`config.mk`:
```
export PLATFORM = sky130hd
export DESIGN_NAME = i2c_tof_target
export DESIGN_NICKNAME = d
export VERILOG_FILES = /design/src/rtl/i2c_tof_target.sv
export SDC_FILE = /design/constraint.sdc
export NUM_CORES = 2
export LEC_CHECK = 0
export BUFFER_PORTS_ARGS = -buffer_cell sky130_fd_sc_hd__buf_2
export CAP_MARGIN = 10
export CORE_MARGIN = 2
export CORE_UTILIZATION = 55
export DETAILED_ROUTE_END_ITERATION = 8
export PLACE_DENSITY = 0.67
export SLEW_MARGIN = 25
export SYNTH_ARGS = -nofsm -noshare
export SYNTH_HDL_FRONTEND = slang
export SYNTH_SLANG_ARGS = --single-unit
export TNS_END_PERCENT = 10
```
`constraint.sdc`:
```
create_clock -name clk -period 7.34 [get_ports clk]
set_clock_uncertainty 0.1 [all_clocks]
set_input_delay 0.367 -clock clk [delete_from_list [all_inputs] [get_ports clk]]
set_output_delay 0.367 -clock clk [all_outputs]
set_load 0.02 [all_outputs]
```
`src/rtl/i2c_tof_target.sv`:
```
// I2C target emulating a ToF sensor register interface: START/STOP decode,
// 7-bit address match, 16-bit auto-incrementing register pointer, byte
// reads/writes, a fabric-loaded distance pair and an active-low interrupt.
module i2c_tof_target #(
    parameter logic [6:0] SLAVE_ADDR = 7'h11,
    parameter int         MEM_AW     = 8,
    parameter logic [7:0] DEVICE_ID  = 8'hEA
) (
    input  logic        clk,
    input  logic        reset,
    input  logic        SCL_in,
    input  logic        SDA_in,
    output logic        SDA_t,
    output logic        ToF_INT,
    input  logic [15:0] distance_in,
    input  logic        distance_valid,
    output logic        busy
);
    typedef enum logic [3:0] {
        IDLE, ADDR, ADDR_ACK, PTR_HI, PTR_HI_ACK, PTR_LO, PTR_LO_ACK,
        WR_DATA, WR_ACK, RD_DATA, RD_ACK, WAIT_STOP
    } state_t;

    // bit 0 = SCL, bit 1 = SDA
    logic [1:0]  sync1_reg, sync2_reg, prev_reg;
    logic        scl, sda, scl_rise, scl_fall, start_det, stop_det;

    state_t      state_reg, state_next;
    logic [3:0]  bit_cnt_reg, bit_cnt_next;
    logic [7:0]  shift_reg, shift_next;
    logic [7:0]  tx_reg, tx_next;
    logic [15:0] pointer_reg, pointer_next;
    logic        sda_t_reg, sda_t_next;
    logic        busy_reg, busy_next;
    logic        wr_strobe, load_byte;

    logic [7:0]  mem [0:(1<<MEM_AW)-1];
    logic [7:0]  mem_rd_reg;
    logic [7:0]  dist_hi_reg, dist_lo_reg, hold_reg;
    logic        hold_armed_reg, tof_int_reg;
    logic [7:0]  rd_byte;
    logic        is_special;

    // Two-flop synchronizers plus a previous-value stage for edge detection;
    // idle bus level is high so reset to 1.
    always_ff @(posedge clk) begin
        if (reset) begin
            sync1_reg <= 2'b11;
            sync2_reg <= 2'b11;
            prev_reg  <= 2'b11;
        end else begin
            sync1_reg <= {SDA_in, SCL_in};
            sync2_reg <= sync1_reg;
            prev_reg  <= sync2_reg;
        end
    end

    assign scl       = sync2_reg[0];
    assign sda       = sync2_reg[1];
    assign scl_rise  = scl & ~prev_reg[0];
    assign scl_fall  = ~scl & prev_reg[0];
    assign start_det = scl & prev_reg[0] & prev_reg[1] & ~sda;
    assign stop_det  = scl & prev_reg[0] & ~prev_reg[1] & sda;

    // Read data source for the byte at the current pointer.
    always_comb begin
        rd_byte = mem_rd_reg;
        case (pointer_reg)
            16'h0000: rd_byte = DEVICE_ID;
            16'h0010: rd_byte = dist_hi_reg;
            16'h0011: rd_byte = hold_armed_reg ? hold_reg : dist_lo_reg;
            16'h0012: rd_byte = {7'b0, ~tof_int_reg};
            default:  ;
        endcase
    end

    // Protocol state register and datapath registers.
    always_ff @(posedge clk) begin
        if (reset) begin
            state_reg   <= IDLE;
            bit_cnt_reg <= 4'd0;
            shift_reg   <= 8'h00;
            tx_reg      <= 8'h00;
            pointer_reg <= 16'h0000;
            sda_t_reg   <= 1'b1;
            busy_reg    <= 1'b0;
        end else begin
            state_reg   <= state_next;
            bit_cnt_reg <= bit_cnt_next;
            shift_reg   <= shift_next;
            tx_reg      <= tx_next;
            pointer_reg <= pointer_next;
            sda_t_reg   <= sda_t_next;
            busy_reg    <= busy_next;
        end
    end

    // Next-state logic: bits shift in on SCL rise, SDA only changes on SCL fall.
    always_comb begin
        state_next   = state_reg;
        bit_cnt_next = bit_cnt_reg;
        shift_next   = shift_reg;
        tx_next      = tx_reg;
        pointer_next = pointer_reg;
        sda_t_next   = sda_t_reg;
        busy_next    = busy_reg;
        wr_strobe    = 1'b0;
        load_byte    = 1'b0;
        if (start_det) begin
            state_next   = ADDR;
            bit_cnt_next = 4'd0;
            sda_t_next   = 1'b1;
        end else if (stop_det) begin
            state_next = IDLE;
            sda_t_next = 1'b1;
            busy_next  = 1'b0;
        end else begin
            case (state_reg)
                ADDR, PTR_HI, PTR_LO, WR_DATA: begin
                    if (scl_rise) begin
                        shift_next   = {shift_reg[6:0], sda};
                        bit_cnt_next = bit_cnt_reg + 4'd1;
                    end else if (scl_fall && bit_cnt_reg == 4'd8) begin
                        bit_cnt_next = 4'd0;
                        sda_t_next   = 1'b0;
                        case (state_reg)
                            ADDR: begin
                                if (shift_reg[7:1] == SLAVE_ADDR) begin
                                    state_next = ADDR_ACK;
                                    busy_next  = 1'b1;
                                end else begin
                                    state_next = WAIT_STOP;
                                    sda_t_next = 1'b1;
                                    busy_next  = 1'b0;
                                end
                            end
                            PTR_HI: begin
                                pointer_next[15:8] = shift_reg;
                                state_next         = PTR_HI_ACK;
                            end
                            PTR_LO: begin
                                pointer_next[7:0] = shift_reg;
                                state_next        = PTR_LO_ACK;
                            end
                            default: begin
                                wr_strobe    = 1'b1;
                                pointer_next = pointer_reg + 16'd1;
                                state_next   = WR_ACK;
                            end
                        endcase
                    end
                end
                ADDR_ACK: begin
                    if (scl_fall) begin
                        if (shift_reg[0]) begin
                            state_next = RD_DATA;
                            load_byte  = 1'b1;
                            tx_next    = rd_byte;
                            sda_t_next = rd_byte[7];
                        end else begin
                            state_next = PTR_HI;
                            sda_t_next = 1'b1;
                        end
                    end
                end
                PTR_HI_ACK, PTR_LO_ACK, WR_ACK: begin
                    if (scl_fall) begin
                        sda_t_next = 1'b1;
                        state_next = (state_reg == PTR_HI_ACK) ? PTR_LO : WR_DATA;
                    end
                end
                RD_DATA: begin
                    if (scl_rise) begin
                        bit_cnt_next = bit_cnt_reg + 4'd1;
                    end else if (scl_fall) begin
                        if (bit_cnt_reg == 4'd8) begin
                            state_next   = RD_ACK;
                            sda_t_next   = 1'b1;
                            bit_cnt_next = 4'd0;
                            pointer_next = pointer_reg + 16'd1;
                        end else begin
                            tx_next    = {tx_reg[6:0], 1'b0};
                            sda_t_next = tx_reg[6];
                        end
                    end
                end
                RD_ACK: begin
                    if (scl_rise && sda) begin
                        state_next = WAIT_STOP;
                    end else if (scl_fall) begin
                        state_next = RD_DATA;
                        load_byte  = 1'b1;
                        tx_next    = rd_byte;
                        sda_t_next = rd_byte[7];
                    end
                end
                default: ;
            endcase
        end
    end

    assign is_special = (pointer_reg == 16'h0000) || (pointer_reg == 16'h0010) ||
                        (pointer_reg == 16'h0011) || (pointer_reg == 16'h0012);

    // General register storage with registered read; not reset.
    always_ff @(posedge clk) begin
        if (wr_strobe && !is_special)
            mem[pointer_reg[MEM_AW-1:0]] <= shift_reg;
        mem_rd_reg <= mem[pointer_reg[MEM_AW-1:0]];
    end

    // Distance registers, interrupt, and the low-byte snapshot for coherent reads.
    always_ff @(posedge clk) begin
        if (reset) begin
            dist_hi_reg    <= 8'h00;
            dist_lo_reg    <= 8'h00;
            hold_reg       <= 8'h00;
            hold_armed_reg <= 1'b0;
            tof_int_reg    <= 1'b1;
        end else begin
            if (distance_valid) begin
                dist_hi_reg <= distance_in[15:8];
                dist_lo_reg <= distance_in[7:0];
                tof_int_reg <= 1'b0;
            end else if (wr_strobe && pointer_reg == 16'h0012) begin
                tof_int_reg <= 1'b1;
            end
            if (start_det || stop_det) begin
                hold_armed_reg <= 1'b0;
            end else if (load_byte) begin
                hold_armed_reg <= (pointer_reg == 16'h0010);
                if (pointer_reg == 16'h0010)
                    hold_reg <= dist_lo_reg;
            end
        end
    end

    assign SDA_t   = sda_t_reg;
    assign busy    = busy_reg;
    assign ToF_INT = tof_int_reg;
endmodule

```
---- After elaboration in Yosys (flattened, before gate mapping) ----
Memories as Yosys holds them, arrays and structs flattened. A register that Yosys moved wholly into a read port is not among the register bits.
Index checks and enable logic that the tools add are counted.
word-level totals
  output and inout port bits .............. 3
  RAM bits ................................ 2048
  memories kept ........................... 1
  word-level logic and storage cells ...... 188
  bits in latches ......................... 0
  register bits after elaboration ......... 73
  bits in read-only memories .............. 0
operators by class
  equality and inequality tests ........... 41
  add/sub/neg operators ................... 2
  reductions and logical operators ........ 36
  order comparisons ....................... 0
  multiplexer cells ....................... 76
  divide/modulo/power cells ............... 0
  shifts and indexed selects .............. 0
  $mul .................................... 0
  bitwise logic cells ..................... 15
memories
  memory  depth  width  read ports  clocked after Yosys merged registers in  write ports  line  text
  mem     256    8      1           1                                        1            37    logic [7:0] mem [0:(1<<MEM_AW)-1];
operators by type and width
  kind                                                   count
  two-way mux 16 bit                                     5
  two-way mux 4 bit                                      16
  two-way mux 7 bit                                      7
  equality test 16 x 5 -> 1 bit (second input constant)  3
  AND reduction 9 bit                                    5
  two-way mux 1 bit                                      36
  one-hot mux 16 bit (2 select lines)                    1
  one-hot mux 8 bit (2 select lines)                     2
  one-hot mux 8 bit (4 select lines)                     1
  inequality test 4 bit (second input constant)          7
  inequality test 2 bit (second input constant)          13
  one-hot mux 7 bit (3 select lines)                     1
  one-hot mux 4 bit (5 select lines)                     1
  adder 16 x 1 -> 16 bit (second input constant)         1
  equality test 4 x 3 -> 1 bit (second input constant)   4
  equality test 4 bit (second input constant)            4
  zero test 16 bit                                       1
  inequality test 3 bit (second input constant)          4
  one-hot mux 4 bit (3 select lines)                     1
  AND reduction 10 bit                                   1
  AND reduction 5 bit                                    2
  nonzero test 2 bit                                     5
  OR reduction 3 bit                                     3
  equality test 4 x 2 -> 1 bit (second input constant)   2
  22 further kinds                                       44

---- Longest topological paths before layout ----
  depth after elaboration ................. 11
  depth in mapped cells ................... 16
  gate-level depth less buffers ........... 8

---- Least setup slack after synthesis ----
No wires, ideal clock.
  path kind ............................... flip-flop to flip-flop
  start point ............................. register shift_reg[0]
  end point ............................... register tx_reg[2]
  data required time ...................... 7.166 ns
  arrival time ............................ 5.105 ns
  clock period less this slack ............ 5.279 ns
  path slack .............................. 2.061 ns
  buffers on the path ..................... 1
  stages on the path, launching flop included .. 6
  library setup time ...................... 0.074 ns
  path through ............................ dfxtp_1 o21ai_0 or3_1 clkbuf_1 or2_2 a31oi_1
between the ends
  word-level cells in the longest chain between the ends .. 2
RTL lines
  element                                 line  text
  from (decl)                             30    logic [7:0] shift_reg, shift_next;
  from (signal assigned)                  90    shift_reg <= shift_next;
  inequality test 2 bit (no source line)  -
  AND reduction 10 bit (no source line)   -
  to (signal assigned)                    91    tx_reg <= tx_next;
  to (decl)                               31    logic [7:0] tx_reg, tx_next;
Every way passes these cells.
A chain may end at the register's enable or synchronous reset.

---- Worst setup path after layout ----
  start point ............................. register pointer_reg[0]
  end point ............................... memory mem[49][4], enable pin
between the ends
  word-level cells in the longest chain between the ends .. 8
  elaborated cells between the ends (all ways) .. 11
RTL lines
  element                                                                   line  text
  from (decl)                                                               32    logic [15:0] pointer_reg, pointer_next;
  from (signal assigned)                                                    92    pointer_reg <= pointer_next;
  equality test 16 x 5 -> 1 bit / zero test 16 bit (equally long branches)  202   assign is_special = (pointer_reg == 16'h0000) || (pointer_reg == 16'h0010) ||
  logical OR 1 bit (2 in series)                                            202
  logical OR 1 bit                                                          203   (pointer_reg == 16'h0011) || (pointer_reg == 16'h0012);
  zero test 1 bit                                                           207   if (wr_strobe && !is_special)
  logical AND 1 bit                                                         207
  two-way mux 1 bit                                                         207
  two-way mux 1 bit (implied by the code)                                   208   mem[pointer_reg[MEM_AW-1:0]] <= shift_reg;
  to (decl)                                                                 37
Parallel ways exist; a longest one is shown, timed or not.

==> results_dict.tcl <==
set metrics [dict create \
    io_buffer_count 23 \
    coreArea_um2 152000 \
    crit_path_max_fanout 32 \
    clock.fmax_mhz 177 \
    timing.setup.tns_ps 0 \
    ios 24 \
    placement_rows 143 \
    synth_area_um2 83600 \
    nFillCells 10405 \
    final_period_minus_worst_setup_slack_ps 5660 \
    final_common_cell "sky130_fd_sc_hd__edfxtp_1" \
    chipWidth_um 394 \
    synth-edff-count 2048 \
    cp_endpoint_kind "flop" \
    antenna_found_initial 2 \
    clock_tree.root_cell "sky130_fd_sc_hd__clkbuf_16" \
    worst_hold_path_type "in2reg" \
    tritoncts.num_buffers 209 \
    detail_route.iter0.violations 5851 \
    post-route-cell-area_um2 93300 \
    drc 0 \
    grt_overflow 0 \
    switching_share_pct 24.2 \
    die_height_um 394 \
    multi_input_area_um2 19300 \
    largest_reg_flops 2048 \
    first_global_vias 41089 \
    syn_nets 4073 \
    avgViaCountPerCell 6.60 \
    yosysUniqueCellTypes 83 \
    cts.sink_count 2129 \
    synth.area.mux_share_pct 16.6 \
    critical_path_buf_inv_count 2 \
    async_reset_ff_share_pct 0 \
    pwr_density_nw_per_um2 298 \
    synth-xor-area-share_pct 0.0105 \
    switchingPower_uw 6720 \
    post_synth_inst_count 4042 \
    post_cts_resized 0 \
    first_pass_iters 8 \
    routability_congestion_estimate 0.927 \
    via_count 42051 \
    share_seq_of_total_power_pct 47.8 \
    route.antenna.remaining_nets 0 \
    layout_area_overhead_pct 11.5 \
    worst-setup-path-type "reg2reg" \
    detailed_place_hpwl_mm 132 \
    post-layout-total-power_uw 27700 \
    combinational_family_with_the_most_area_after_synthesis "multiplexers" \
    synth_seq_area_share_pct 75.5 \
    place_area_um2 86000 \
    worstPathArrival_ps 6030 \
    synth_compound_area_share_pct 2.56 \
    route.detailed.wl_per_inst_um 33.6 \
    cts_tree "done" \
    postCtsSetupBuffers 0 \
    finish.net_count 4194 \
    comb_power_share_pct 13.6 \
    clkLatencyLatePin_ps 850 \
    cpLargestDelayFamily "simple AND/OR/NAND/NOR gates" \
    peakVddDrop_uv 235 \
    drv_cap 0 \
    grt_first_pass_wirelength_mm 308 \
    clockBufferDepth 3 \
    required_ps 7700 \
    layout_common_cells "sky130_fd_sc_hd__edfxtp_1 (2048), sky130_fd_sc_hd__mux4_2 (568), sky130_fd_sc_hd__nor2_1 (331)" \
    seqCellArea_um2 63200 \
    worst-slew-pin-transition_ps 1070 \
    cts.clk_slew.worst_paths_ps 60 \
    cp_slowest_cell "sky130_fd_sc_hd__nand3_1" \
    critical_path.startpoint_type "flop" \
    synth_fa_ha_area_share_pct 0.150 \
    detailedPlace.worstSlack_ps 1860 \
    post_route_cells_drive_above_1_share_pct 24.3 \
    groute.layer.met2.usage_pct 41.7 \
    global_route_met3_utilization_pct 6.75 \
    critical_path.cell_chain "clkinv_1 > ha_1 > or3b_2 > nor4_4 > a31oi_2 > and2_1 > nand3_1 > buf_4 > nor2_1" \
    grt_max_degree 115 \
    grt.total_usage_pct 27.8 \
    cts-htree-levels 4 \
    initial_util_pct 55.2 \
    clkPwrFrac_pct 38.5 \
    synth-simple-area-share_pct 3.69 \
    groute.layer.met1.usage_pct 40.7 \
    status "finished clean" \
    postRouteWirelength_mm 214 \
    final-setup-viol-count 0 \
    report.final.hold_viol_count 0 \
    post_synth.cell_area_avg_um2 20.7 \
    holdBufCountCts 35 \
    floorplan.die_area_um2 155000 \
    grt_busiest_layer "met2" \
    cellLeakagePower_uw 0.0284 \
    slew_violations 0 \
    count_of_synthesis_stage_warnings_from_yosys 0 \
    synthFlopType "sky130_fd_sc_hd__edfxtp_1" \
    rsz0062_at_grt "false" \
    slowest_cell_delay_on_critical_path_ps 930 \
    cell_internal_pwr_uw 21000 \
    synth.ff_latch_count 2129 \
    period_share_pct 77.1 \
    max_slew_margin_pct 28.4 \
    setup_ws_final_ps 1680 \
]
-- Yosys cell counts, drive strengths merged (5+ instances only) --
master	count	area (µm²)
a211oi	15	113
a21o	7	52.6
a21oi	57	285
a221oi	21	184
a22o	23	201
a22oi	48	360
a31oi	18	119
and2	5	31.3
and3	12	75.1
buf	164	963
clkbuf	78	293
dfxtp	81	1620
edfxtp	2048	61500
ha	10	125
inv	17	63.8
mux2	9	101
mux2i	95	951
mux4	568	12800
nand2	124	475
nand2b	9	56.3
nand3	61	340
nand4	10	62.6
nor2	336	1260
nor2b	18	113
nor3	26	140
nor4	5	67.6
o211ai	8	60.1
o21ai	43	215
o221ai	5	43.8
o22ai	21	131
o31ai	7	52.6
o32ai	5	43.8
or2	14	87.6
or4	7	52.6
-- power groups by stage --
stage / Sequential [µW] / Clock (µW) / Combinational [µW]
final: 13300 / 10700 / 3780
after global routing: 13300 / 11300 / 3960
after CTS: 13300 / 10800 / 3780
after detailed placement: 13500 / 0 / 3750
after global placement: 13500 / 0 / 3740
after floorplan: 13400 / 0 / 2820
-- final cells by class --
type                       count  share of cell area (%)
timing repair buffer         152                    1.44
tap                         2030                    2.72
clock inverter               141                    1.54
inverter                      18                  0.0724
sequential                  2129                    67.7
antenna                        1                 0.00268
multi-input combinational   1653                    20.7
clock buffer                 251                    5.82
-- per-stage QoR --
step	instances	hold WS, ps	utilization, %
after global placement	5943	305	56.7
after CTS	6372	31.4	61.5
after floorplan	4042	289	-
after detailed placement	5945	301	56.7
after global routing	6374	66.5	61.5
final	6375	73.9	61.5
-- worst paths after layout --
check / start / end / slack [ps] / depth (start not counted)
worst max register to register: pointer_reg[0] / mem[49][4] / 1680 / 9
worst min register to register: sync1_reg[0] / sync2_reg[0] / 320 / 1
worst min-delay path: reset / shift_reg[1] / 70 / 3
worst max-delay path: pointer_reg[0] / mem[49][4] / 1680 / 9
-- cells by family after synthesis --
family | count (synthesis)
AOI/OAI and AO/OA | 309
xor gates and xnor gates | 1
adders and majority gates | 10
buffers and inverters | 260
DFF | 2129
muxes | 672
and+or+nand+nor | 661
-- worst min-delay path: stages --
cell and delay (ps):
sky130_fd_sc_hd__buf_2 100, sky130_fd_sc_hd__buf_4 330, sky130_fd_sc_hd__nor2_1 170
-- layer usage --
| layer | share of wire (%) | vias up | routed length, µm |
|---|---|---|---|
| met3 | 10 | 377 | 22300 |
| li1 | - | 17064 | - |
| met4 | 3.6 | 4 | 7790 |
| met5 | 0.014 | - | 29 |
| met2 | 46 | 2405 | 99500 |
| met1 | 40 | 22201 | 84900 |
(Power assumes the default switching activity.)
